===== src/rtl/display_pkg.sv =====
// display_pkg
//   Shared constants and the hex font for the multiplexed 7-segment scanner.
//   SEG_OFF    : segment pattern with every LED dark (active-low).
//   seg7_font  : nibble -> {g,f,e,d,c,b,a}, active-low.
package display_pkg;

  localparam logic [7:0] SEG_OFF = 8'hFF;

  function automatic logic [6:0] seg7_font(input logic [3:0] nibble);
    logic [6:0] seg;
    case (nibble)
      4'h0:    seg = 7'h40;
      4'h1:    seg = 7'h79;
      4'h2:    seg = 7'h24;
      4'h3:    seg = 7'h30;
      4'h4:    seg = 7'h19;
      4'h5:    seg = 7'h12;
      4'h6:    seg = 7'h02;
      4'h7:    seg = 7'h78;
      4'h8:    seg = 7'h00;
      4'h9:    seg = 7'h10;
      4'hA:    seg = 7'h08;
      4'hB:    seg = 7'h03;
      4'hC:    seg = 7'h46;
      4'hD:    seg = 7'h21;
      4'hE:    seg = 7'h06;
      4'hF:    seg = 7'h0E;
      default: seg = 7'h7F;
    endcase
    return seg;
  endfunction

endpackage


===== src/rtl/display_scan_ndigit_if.sv =====
// display_scan_ndigit_if
//   Bundles the digit/mask/control inputs and the pin outputs of the scanner.
//   master : register tap side (drives digit, dp, masks, lz_en, load, brightness;
//            observes node, segment, frame_tick)
//   slave  : scanner side
interface display_scan_ndigit_if #(
  parameter int unsigned N_DIGITS = 4,
  parameter int unsigned BRIGHT_W = 4
);
  logic [4*N_DIGITS-1:0] digit;
  logic [N_DIGITS-1:0]   dp;
  logic [N_DIGITS-1:0]   blank_mask;
  logic [N_DIGITS-1:0]   blink_mask;
  logic                  lz_en;
  logic                  load;
  logic [BRIGHT_W-1:0]   brightness;
  logic [N_DIGITS-1:0]   node;
  logic [7:0]            segment;
  logic                  frame_tick;

  modport master (
    output digit, dp, blank_mask, blink_mask, lz_en, load, brightness,
    input  node, segment, frame_tick
  );

  modport slave (
    input  digit, dp, blank_mask, blink_mask, lz_en, load, brightness,
    output node, segment, frame_tick
  );
endinterface


===== src/rtl/seg7_hex_decode.sv =====
// seg7_hex_decode
//   Combinational hex nibble to 7-segment decoder.
//   i_nibble : hex value 0..F
//   o_seg    : {g,f,e,d,c,b,a}, active-low
module seg7_hex_decode (
  input  logic [3:0] i_nibble,
  output logic [6:0] o_seg
);
  import display_pkg::*;

  always_comb begin
    o_seg = seg7_font(i_nibble);
  end
endmodule


===== src/rtl/display_scan_ndigit.sv =====
// display_scan_ndigit
//   Multiplexed N-digit 7-segment driver with double-buffered digit data,
//   per-digit decimal points, blank/blink masks, leading-zero suppression
//   and PWM brightness.
//   clk  : system clock
//   rst  : synchronous reset, active-high
//   bus  : slave side of display_scan_ndigit_if
//          in : digit (nibble 0 = rightmost), dp, blank_mask, blink_mask,
//               lz_en, load (shadow capture strobe), brightness
//          out: node (active-low anodes), segment ({dp,g..a} active-low),
//               frame_tick (one cycle after the digit index wraps to 0)
module display_scan_ndigit #(
  parameter int unsigned N_DIGITS   = 4,
  parameter int unsigned PRESCALE_W = 14,
  parameter int unsigned BRIGHT_W   = 4,
  parameter int unsigned BLINK_W    = 6
) (
  input logic                  clk,
  input logic                  rst,
  display_scan_ndigit_if.slave bus
);
  import display_pkg::*;

  localparam int unsigned      IDX_W    = (N_DIGITS > 1) ? $clog2(N_DIGITS) : 1;
  localparam logic [IDX_W-1:0] LAST_IDX = IDX_W'(N_DIGITS - 1);

  // scan timing
  logic [PRESCALE_W-1:0] r_presc;
  logic [IDX_W-1:0]      r_idx;
  logic [BLINK_W:0]      r_blink_cnt;
  logic                  w_presc_wrap;
  logic                  w_frame_end;
  logic                  w_blink_phase;

  // shadow (written by load) and active (displayed) buffers
  logic [4*N_DIGITS-1:0] r_sh_digit,  r_act_digit;
  logic [N_DIGITS-1:0]   r_sh_dp,     r_act_dp;
  logic [N_DIGITS-1:0]   r_sh_blank,  r_act_blank;
  logic [N_DIGITS-1:0]   r_sh_blink,  r_act_blink;
  logic                  r_sh_lz,     r_act_lz;

  // current-slot selection
  logic [N_DIGITS-1:0]   w_tail_zero;
  logic [3:0]            w_nib;
  logic                  w_dp_sel;
  logic                  w_dark_sel;
  logic [N_DIGITS-1:0]   w_node_lit;
  logic                  w_pwm_on;
  logic [6:0]            w_seg7;

  // pins
  logic [N_DIGITS-1:0]   r_node;
  logic [7:0]            r_segment;
  logic                  r_frame_tick;

  assign w_presc_wrap  = &r_presc;
  assign w_frame_end   = w_presc_wrap && (r_idx == LAST_IDX);
  assign w_blink_phase = r_blink_cnt[BLINK_W];

  always_ff @(posedge clk) begin
    if (rst) begin
      r_presc     <= '0;
      r_idx       <= '0;
      r_blink_cnt <= '0;
    end else begin
      r_presc <= r_presc + PRESCALE_W'(1);
      if (w_presc_wrap) begin
        if (r_idx == LAST_IDX) begin
          r_idx       <= '0;
          r_blink_cnt <= r_blink_cnt + (BLINK_W + 1)'(1);
        end else begin
          r_idx <= r_idx + IDX_W'(1);
        end
      end
    end
  end

  // A load on the boundary edge bypasses the shadow so the new value is
  // shown in the frame that starts on that edge.
  always_ff @(posedge clk) begin
    if (rst) begin
      r_sh_digit  <= '0;
      r_sh_dp     <= '0;
      r_sh_blank  <= '0;
      r_sh_blink  <= '0;
      r_sh_lz     <= 1'b0;
      r_act_digit <= '0;
      r_act_dp    <= '0;
      r_act_blank <= '0;
      r_act_blink <= '0;
      r_act_lz    <= 1'b0;
    end else begin
      if (bus.load) begin
        r_sh_digit <= bus.digit;
        r_sh_dp    <= bus.dp;
        r_sh_blank <= bus.blank_mask;
        r_sh_blink <= bus.blink_mask;
        r_sh_lz    <= bus.lz_en;
      end
      if (w_frame_end) begin
        if (bus.load) begin
          r_act_digit <= bus.digit;
          r_act_dp    <= bus.dp;
          r_act_blank <= bus.blank_mask;
          r_act_blink <= bus.blink_mask;
          r_act_lz    <= bus.lz_en;
        end else begin
          r_act_digit <= r_sh_digit;
          r_act_dp    <= r_sh_dp;
          r_act_blank <= r_sh_blank;
          r_act_blink <= r_sh_blink;
          r_act_lz    <= r_sh_lz;
        end
      end
    end
  end

  // w_tail_zero[i]: nibbles i..N_DIGITS-1 are all zero (walked from the left).
  always_comb begin : tail_zero_scan
    logic v_run;
    v_run       = 1'b1;
    w_tail_zero = '0;
    for (int unsigned k = 0; k < N_DIGITS; k++) begin
      v_run = v_run && (r_act_digit[4*(N_DIGITS-1-k) +: 4] == 4'h0);
      w_tail_zero[N_DIGITS-1-k] = v_run;
    end
  end

  always_comb begin
    w_nib      = '0;
    w_dp_sel   = 1'b0;
    w_dark_sel = 1'b0;
    w_node_lit = '1;
    for (int unsigned k = 0; k < N_DIGITS; k++) begin
      if (r_idx == IDX_W'(k)) begin
        w_nib         = r_act_digit[4*k +: 4];
        w_dp_sel      = r_act_dp[k];
        w_dark_sel    = r_act_blank[k]
                      || (r_act_blink[k] && w_blink_phase)
                      || (r_act_lz && (k != 0) && w_tail_zero[k]);
        w_node_lit[k] = 1'b0;
      end
    end
  end

  assign w_pwm_on = (bus.brightness == '1)
                 || (r_presc[PRESCALE_W-1 -: BRIGHT_W] < bus.brightness);

  seg7_hex_decode u_decode (
    .i_nibble (w_nib),
    .o_seg    (w_seg7)
  );

  // Anode and pattern share one register stage so they switch together.
  always_ff @(posedge clk) begin
    if (rst) begin
      r_node       <= '1;
      r_segment    <= SEG_OFF;
      r_frame_tick <= 1'b0;
    end else begin
      r_frame_tick <= w_frame_end;
      if (w_dark_sel || !w_pwm_on) begin
        r_node    <= '1;
        r_segment <= SEG_OFF;
      end else begin
        r_node    <= w_node_lit;
        r_segment <= {~w_dp_sel, w_seg7};
      end
    end
  end

  assign bus.node       = r_node;
  assign bus.segment    = r_segment;
  assign bus.frame_tick = r_frame_tick;

endmodule


===== src/flat_wrapper.sv =====
// flat-port wrapper written by rule: the top's interface ports become plain ports
module display_scan_ndigit_flat import display_pkg::*;
#(
  parameter int unsigned N_DIGITS   = 4,
  parameter int unsigned PRESCALE_W = 14,
  parameter int unsigned BRIGHT_W   = 4,
  parameter int unsigned BLINK_W    = 6
)
  (clk, rst, bus_digit, bus_dp, bus_blank_mask, bus_blink_mask, bus_lz_en, bus_load, bus_brightness, bus_node, bus_segment, bus_frame_tick);
  display_scan_ndigit_if #(.N_DIGITS(N_DIGITS), .BRIGHT_W(BRIGHT_W)) bus_i ();
  input logic clk;
  input logic rst;
  input wire logic [$bits(bus_i.digit)-1:0] bus_digit;
  input wire logic [$bits(bus_i.dp)-1:0] bus_dp;
  input wire logic [$bits(bus_i.blank_mask)-1:0] bus_blank_mask;
  input wire logic [$bits(bus_i.blink_mask)-1:0] bus_blink_mask;
  input wire logic [$bits(bus_i.lz_en)-1:0] bus_lz_en;
  input wire logic [$bits(bus_i.load)-1:0] bus_load;
  input wire logic [$bits(bus_i.brightness)-1:0] bus_brightness;
  output wire logic [$bits(bus_i.node)-1:0] bus_node;
  output wire logic [$bits(bus_i.segment)-1:0] bus_segment;
  output wire logic [$bits(bus_i.frame_tick)-1:0] bus_frame_tick;
  assign bus_i.digit = bus_digit;
  assign bus_i.dp = bus_dp;
  assign bus_i.blank_mask = bus_blank_mask;
  assign bus_i.blink_mask = bus_blink_mask;
  assign bus_i.lz_en = bus_lz_en;
  assign bus_i.load = bus_load;
  assign bus_i.brightness = bus_brightness;
  assign bus_node = bus_i.node;
  assign bus_segment = bus_i.segment;
  assign bus_frame_tick = bus_i.frame_tick;
  display_scan_ndigit #(.N_DIGITS(N_DIGITS), .PRESCALE_W(PRESCALE_W), .BRIGHT_W(BRIGHT_W), .BLINK_W(BLINK_W)) u_core (.clk(clk), .rst(rst), .bus(bus_i));
endmodule

===== config.mk =====
export PLATFORM = sky130hd
export DESIGN_NAME = display_scan_ndigit_flat
export DESIGN_NICKNAME = d
export VERILOG_FILES = /design/src/rtl/display_pkg.sv /design/src/rtl/display_scan_ndigit_if.sv /design/src/rtl/seg7_hex_decode.sv /design/src/rtl/display_scan_ndigit.sv /design/src/flat_wrapper.sv
export SDC_FILE = /design/constraint.sdc
export NUM_CORES = 1
export LEC_CHECK = 0
export CAP_MARGIN = 0
export CORE_MARGIN = 5
export CORE_UTILIZATION = 50
export CTS_CLUSTER_DIAMETER = 150
export DETAILED_ROUTE_END_ITERATION = 7
export GPL_TIMING_DRIVEN = 1
export PLACE_DENSITY_LB_ADDON = 0.1
export SYNTH_ARGS = -nofsm -noshare
export SYNTH_HDL_FRONTEND = slang
export SYNTH_SLANG_ARGS = --single-unit

===== constraint.sdc =====
create_clock -name clk -period 2.7 [get_ports clk]
set_input_delay 0.54 -clock clk [delete_from_list [all_inputs] [get_ports clk]]
set_output_delay 0.54 -clock clk [all_outputs]
set_load 0.01 [all_outputs]

### Word-level counts from Yosys, hierarchy flattened

Memory sizes are Yosys's and may differ from the RTL's. A register that Yosys moved wholly into a read port is not among the register bits.
Cells that the tools add are included.

| storage, ports and cells | value |
|---|---|
| flip-flop bits (word level) | 94 |
| ROM bits | 112 |
| input port bits | 36 |
| output and inout port bits | 13 |
| word-level logic and storage cells | 75 |
| memories kept | 1 |

| cells by class | value |
|---|---|
| add/subtract/negate cells | 3 |
| $lt $le $gt $ge | 1 |
| equal/unequal tests | 4 |
| mux-type cells | 22 |
| bitwise gates (word level) | 1 |
| reductions and logical operators | 27 |

Memory list:

| name | depth | width | read ports | clocked after Yosys merged registers in | write ports | RTL line | RTL |
|---|---|---|---|---|---|---|---|
| (name not given) | 16 | 7 | 1 | 1 | 0 | display_pkg.sv:11 | `case (nibble)` |

Operators by type and width:

| kind | count |
|---|---|
| $mux W4 | 7 |
| $mux W16 | 1 |
| $reduce_and A15 Y1 | 1 |
| $add A14 B1 Y14 const B | 1 |
| $reduce_and A14 Y1 | 1 |
| $mux W1 | 13 |
| $logic_not A4 Y1 | 3 |
| $logic_and A1 B1 Y1 | 10 |
| $logic_or A1 B1 Y1 | 9 |
| $add A7 B1 Y7 const B | 1 |
| $eq A2 B2 Y1 const B | 2 |
| $eq A4 B4 Y1 const B | 1 |
| $lt A4 B4 Y1 | 1 |
| $add A2 B1 Y2 const B | 1 |
| $eq A2 B1 Y1 const B | 1 |
| $logic_not A2 Y1 | 1 |
| $mux W2 | 1 |
| $reduce_or A2 Y1 | 1 |
| $logic_not A1 Y1 | 1 |
| $not A1 Y1 | 1 |

### Longest topological paths before layout

Gate-level depths: netlist (run 1).

| logic depth | value |
|---|---|
| word-level depth | 10 |
| mapped depth | 11 |

### Modules after synthesis

From an unflattened synthesis (run 1), not the netlist that was laid out.

| unflattened totals | value |
|---|---|
| cells, all modules | 451 |
| area total of the unflattened synthesis | 4,330.4 um2 |

By module, submodules not included:

| module | instances | cells an instance | area an instance (um2) |
|---|---|---|---|
| display_scan_ndigit | 1 | 419 | 4,055.1 |
| seg7_hex_decode | 1 | 32 | 275.3 |

### Least setup slack after synthesis (run 1)

Ideal clock, no wire load.

| timing | value |
|---|---|
| path type | register to register |
| from | reg u_core.r_idx[0] |
| to | reg u_core.r_segment[3] (netlist: u_core.bus.segment[3]) |
| library setup time | 0.115 ns |
| arrival | 1.973 ns |
| data required time | 2.585 ns |
| path slack | 0.612 ns |
| cell stages (with the launch flop) | 9 |
| path buffers | 1 |
| path through | dfxtp_1 -> ha_1 -> buf_2 -> o31ai_1 -> a31oi_1 -> inv_1 -> ha_1 -> o211ai_1 -> a21bo_2 |

| between the ends | value |
|---|---|
| longest elaborated chain between the ends | 7 |
| elaborated cells on any way between the ends | 14 |

Ends and longest elaborated chain:

| element | RTL line | RTL |
|---|---|---|
| start, declared | display_scan_ndigit.sv:29 | `logic [IDX_W-1:0] r_idx;` |
| start signal, assigned | display_scan_ndigit.sv:72 | `r_idx <= r_idx + IDX_W'(1);` |
| $logic_not A2 Y1 | display_scan_ndigit.sv:135 | `if (r_idx == IDX_W'(k)) begin` |
| $mux W1 (4 in series) | display_scan_ndigit.sv:135 |  |
| $logic_or A1 B1 Y1 | display_scan_ndigit.sv:162 | `if (w_dark_sel \|\| !w_pwm_on) begin` |
| $reduce_or A2 Y1 (no line) | -- |  |
| end, declared | display_scan_ndigit.sv:53 | `logic [7:0] r_segment;` |

Several ways; a longest one is shown, not always the timed one.
A chain may end at the register's enable or synchronous reset.

### Final worst setup path (run 1)

Same ends and word-level chain as after synthesis.

==> impl_metrics.csv, run 1 <==
group,metric,value,unit
global_route,gr-total-overflow,0,
critical_path,crit_fanout,16,
logic_synthesis,ys.flop_type,"dfxtp_1",
clock_tree,cts_max_level,3,
timing,fin_crit_sh,0.8952,
min_path,holdPathStages,1,
clock_tree,clockBufferDepth,2,
power_and_ir_drop,p_total,2615,uW
clock_tree,clk_pin_slew,90,ps
logic_synthesis,netlist_area,4056,um2
timing,hold_slack,449.9,ps
drt,routed_wl,7559,um
critical_path,cp_data_arrival_time,2670,ps
clock_tree,cts_hold_buf,0,
clock_tree,clock_latency,350,ps
logic_synthesis,ys_types,51,
drt,wire_per_inst,13.36,um
place,place_congestion,0.8272,
drt,drc,0,
timing,drv_slew,0,
place,placed_area,4566,um2
logic_synthesis,netlist_instances,418,
timing,relSlewSlack,0.5846,
critical_path,r2r_start,"u_core.r_idx[0]$_SDFFE_PP0P_",
critical_path,cp_slowest_stage_delay,580,ps
cells_and_area,nFillCells,696,
min_path,hold_path.class,"reg -> reg",
power_and_ir_drop,power_density,546.8,nW/um2
logic_synthesis,synth_area_per_cell,9.704,um2
clock_tree,cts_tree,"built",
min_path,worstHoldStart,"u_core.r_presc[0]$_SDFF_PP0_",
clock_tree,root_buffer,"clkbuf_8",
critical_path,critPathSlowestCell,"ha_1",
critical_path,startpoint_type,"register",
critical_path,path_class,"reg -> reg",
global_route,antenna_found_initial,0,
timing,fin_worst_skew,9.498,ps
drt,drt_pass1_iterations,4,
timing,hold_violations,0,
cells_and_area,area_delta_synth_final,17.89,%
min_path,hold_end,"u_core.r_presc[0]$_SDFF_PP0_",
run_status,outcome,"finished clean",
logic_synthesis,async_flop_share,0,
power_and_ir_drop,leakage,0.001817,uW
timing,min_period,2417,ps
drt,num_vias,2946,
die,die_h,100.1,um
timing,finalSetupViolations,0,
logic_synthesis,seq_area_frac_synth,0.4639,
die,start_util,0.5196,
die,rows,32,
cells_and_area,final_common_cell,"dfxtp_1",
logic_synthesis,yosysWarnings,0,
timing,worst-slew-pin-transition,623.1,ps
die,num_io_pins,49,
critical_path,r2r_slack,280,ps
global_route,grt_pass1_wl,13020,um
cells_and_area,mostFrequentLayoutCells,"94 x dfxtp_1, 81 x nor2_1, 46 x clkdlybuf4s50_1, 35 x mux2i_1, 27 x nand2_1",
cells_and_area,nNetsFinal,510,
critical_path,worst-r2r-cell-count,7,
logic_synthesis,synth-edff-count,0,
die,dieWidth,100.1,um
place,placed_cells,550,
die,core_area,7807,um2
place,place_hpwl,5281,um
timing,fin_tns_setup,0,ps
timing,grt_setup_unrepaired,"no",
cells_and_area,layout-drive-gt1-share,0.09698,
power_and_ir_drop,ir_drop,0.2752,mV
clock_tree,cts-resized-gates,0,
drt,avgViaCountPerCell,5.205,
drt,drtIter0Drc,103,
global_route,grt_max_degree,59,
critical_path,worstPathRequired,2950,ps
critical_path,path_cells,"ha_1, nor2_1, o211ai_1, o311a_1, mux2i_1, nand2_1, a21bo_2",
cells_and_area,finish.instance_area,4782,um2
clock_tree,post_cts_buffers,0,
global_route,grt.total_usage,0.1593,
drt,ant_nets,0,
timing,fmax,413.7,MHz
flow_run,maxCapViolCount,0,
place,io_buffers,48,
global_route,grt_pass1_vias,2847,
cells_and_area,antenna_cells,0,
die,die_area,10010,um2
logic_synthesis,ys_ff_latch,94,
critical_path,cp-end-kind,"register",
logic_synthesis,syn_nets,469,
clock_tree,numCtsBuffers,9,
clock_tree,numClockSinks,94,
cells_and_area,fin_cells,566,
critical_path,r2r-end,"u_core.bus.segment[3]$_SDFF_PP1_",
## power by group
part	internal [uW]	switching [uW]	total, uW
combinational	94.1	81.4	176
sequential	1420	10.5	1430
clock	549	459	1010
## final cells by class
cell class / instances / area, um2 / share of cell area
sequential: 94 / 1882 / 0.3935
tap: 102 / 127.6 / 0.02669
clock buffer: 13 / 148.9 / 0.03114
clock inverter: 3 / 67.56 / 0.01413
timing repair buffer: 54 / 540.5 / 0.1130
multi-input combinational: 287 / 1967 / 0.4113
inverter: 13 / 48.80 / 0.01020
## per-stage QoR
stage	util	setup WS (ps)
finish	0.6125	282.9
global route	0.6125	21.37
CTS	0.6125	289.0
detailed placement	0.5848	26.17
global placement	0.5848	81.06
floorplan	-	611.6
## worst max-delay path: cells and delay by family (launching register included)
family	cells	cell delay, ps
simple gates	2	230
flops	1	400
fa+ha+maj	1	580
mux	1	240
compound gates	3	860
## sequential cells by signal (all words and copies together), names as in the netlist
signal and count:
u_core.r_act_digit 16, u_core.r_blink_cnt 7, u_core.r_act_dp 4, u_core.r_sh_blink 4, u_core.r_idx 2, u_core.r_act_lz 1
u_core.r_sh_blank 4, u_core.bus.node 4, u_core.r_sh_dp 4, u_core.r_act_blank 4, u_core.r_presc 14, u_core.bus.frame_tick 1
u_core.r_sh_lz 1, u_core.bus.segment 8, u_core.r_sh_digit 16, u_core.r_act_blink 4
## worst max-delay path by stage
stage	start	to	slack, ps	depth (start not counted)
2_1_floorplan	u_core.r_idx[0]$_SDFFE_PP0P_	u_core.bus.segment[3]$_SDFF_PP1_	610	8
6_report	u_core.r_idx[0]$_SDFFE_PP0P_	u_core.bus.segment[3]$_SDFF_PP1_	280	7
3_5_place_dp	bus_brightness[1]	u_core.bus.segment[3]$_SDFF_PP1_	30	10
3_3_place_gp	bus_brightness[1]	u_core.bus.segment[3]$_SDFF_PP1_	80	10
4_1_cts	u_core.r_idx[0]$_SDFFE_PP0P_	u_core.bus.segment[3]$_SDFF_PP1_	290	8
5_1_grt	u_core.r_idx[0]$_SDFFE_PP0P_	u_core.bus.segment[3]$_SDFF_PP1_	20	7
## synthesized netlist by cell type (2+ instances only)
master / n / area (um2)
nor3_1: 3 / 15.01
o21ai_0: 8 / 40.04
buf_4: 3 / 22.52
mux2i_1: 35 / 350.3
inv_2: 2 / 7.510
inv_1: 11 / 41.29
ha_1: 15 / 187.7
nor2_1: 81 / 304.0
buf_2: 4 / 20.02
nand2b_1: 5 / 31.28
nor4_1: 4 / 25.02
xnor2_1: 7 / 61.31
nand3_1: 8 / 40.04
a31oi_1: 2 / 12.51
xor2_1: 9 / 78.83
a21oi_1: 10 / 50.05
nand2_1: 27 / 101.4
nand4_1: 5 / 31.28
buf_6: 7 / 78.83
o211ai_1: 4 / 30.03
clkbuf_1: 10 / 37.54
or3_1: 3 / 18.77
a211oi_2: 9 / 112.6
a211oi_1: 21 / 157.7
dfxtp_1: 94 / 1882
o21ai_1: 2 / 10.01
o221ai_1: 3 / 26.28
and3_1: 2 / 12.51
nor2b_1: 2 / 12.51
## layer usage
layer | GRT usage | up-vias | part of all wire
met5 | 0 | - | 0
met4 | 0.06839 | 0 | 0.014
met3 | 0.03197 | 12 | 0.044
met2 | 0.2622 | 43 | 0.48
met1 | 0.2032 | 1360 | 0.47
li1 | - | 1531 | -
## kinds of logic after synthesis
logic type	Yosys count	synth area share
AND/OR/NAND/NOR	152	0.1811
flip-flops	94	0.4639
AO/OA/AOI/OAI	69	0.1366
buffers and inverters	37	0.05121
multiplexers	35	0.08637
XOR/XNOR	16	0.03455
adder cells (fa/ha/maj)	15	0.04627
(Power assumes the default switching activity.)
==> inputs of run 2 (changes only) <==
- SLEW_MARGIN: unset -> 20
==> results of run 2 <==
The final DEF is identical to that of run 1; final timing and power are the same.
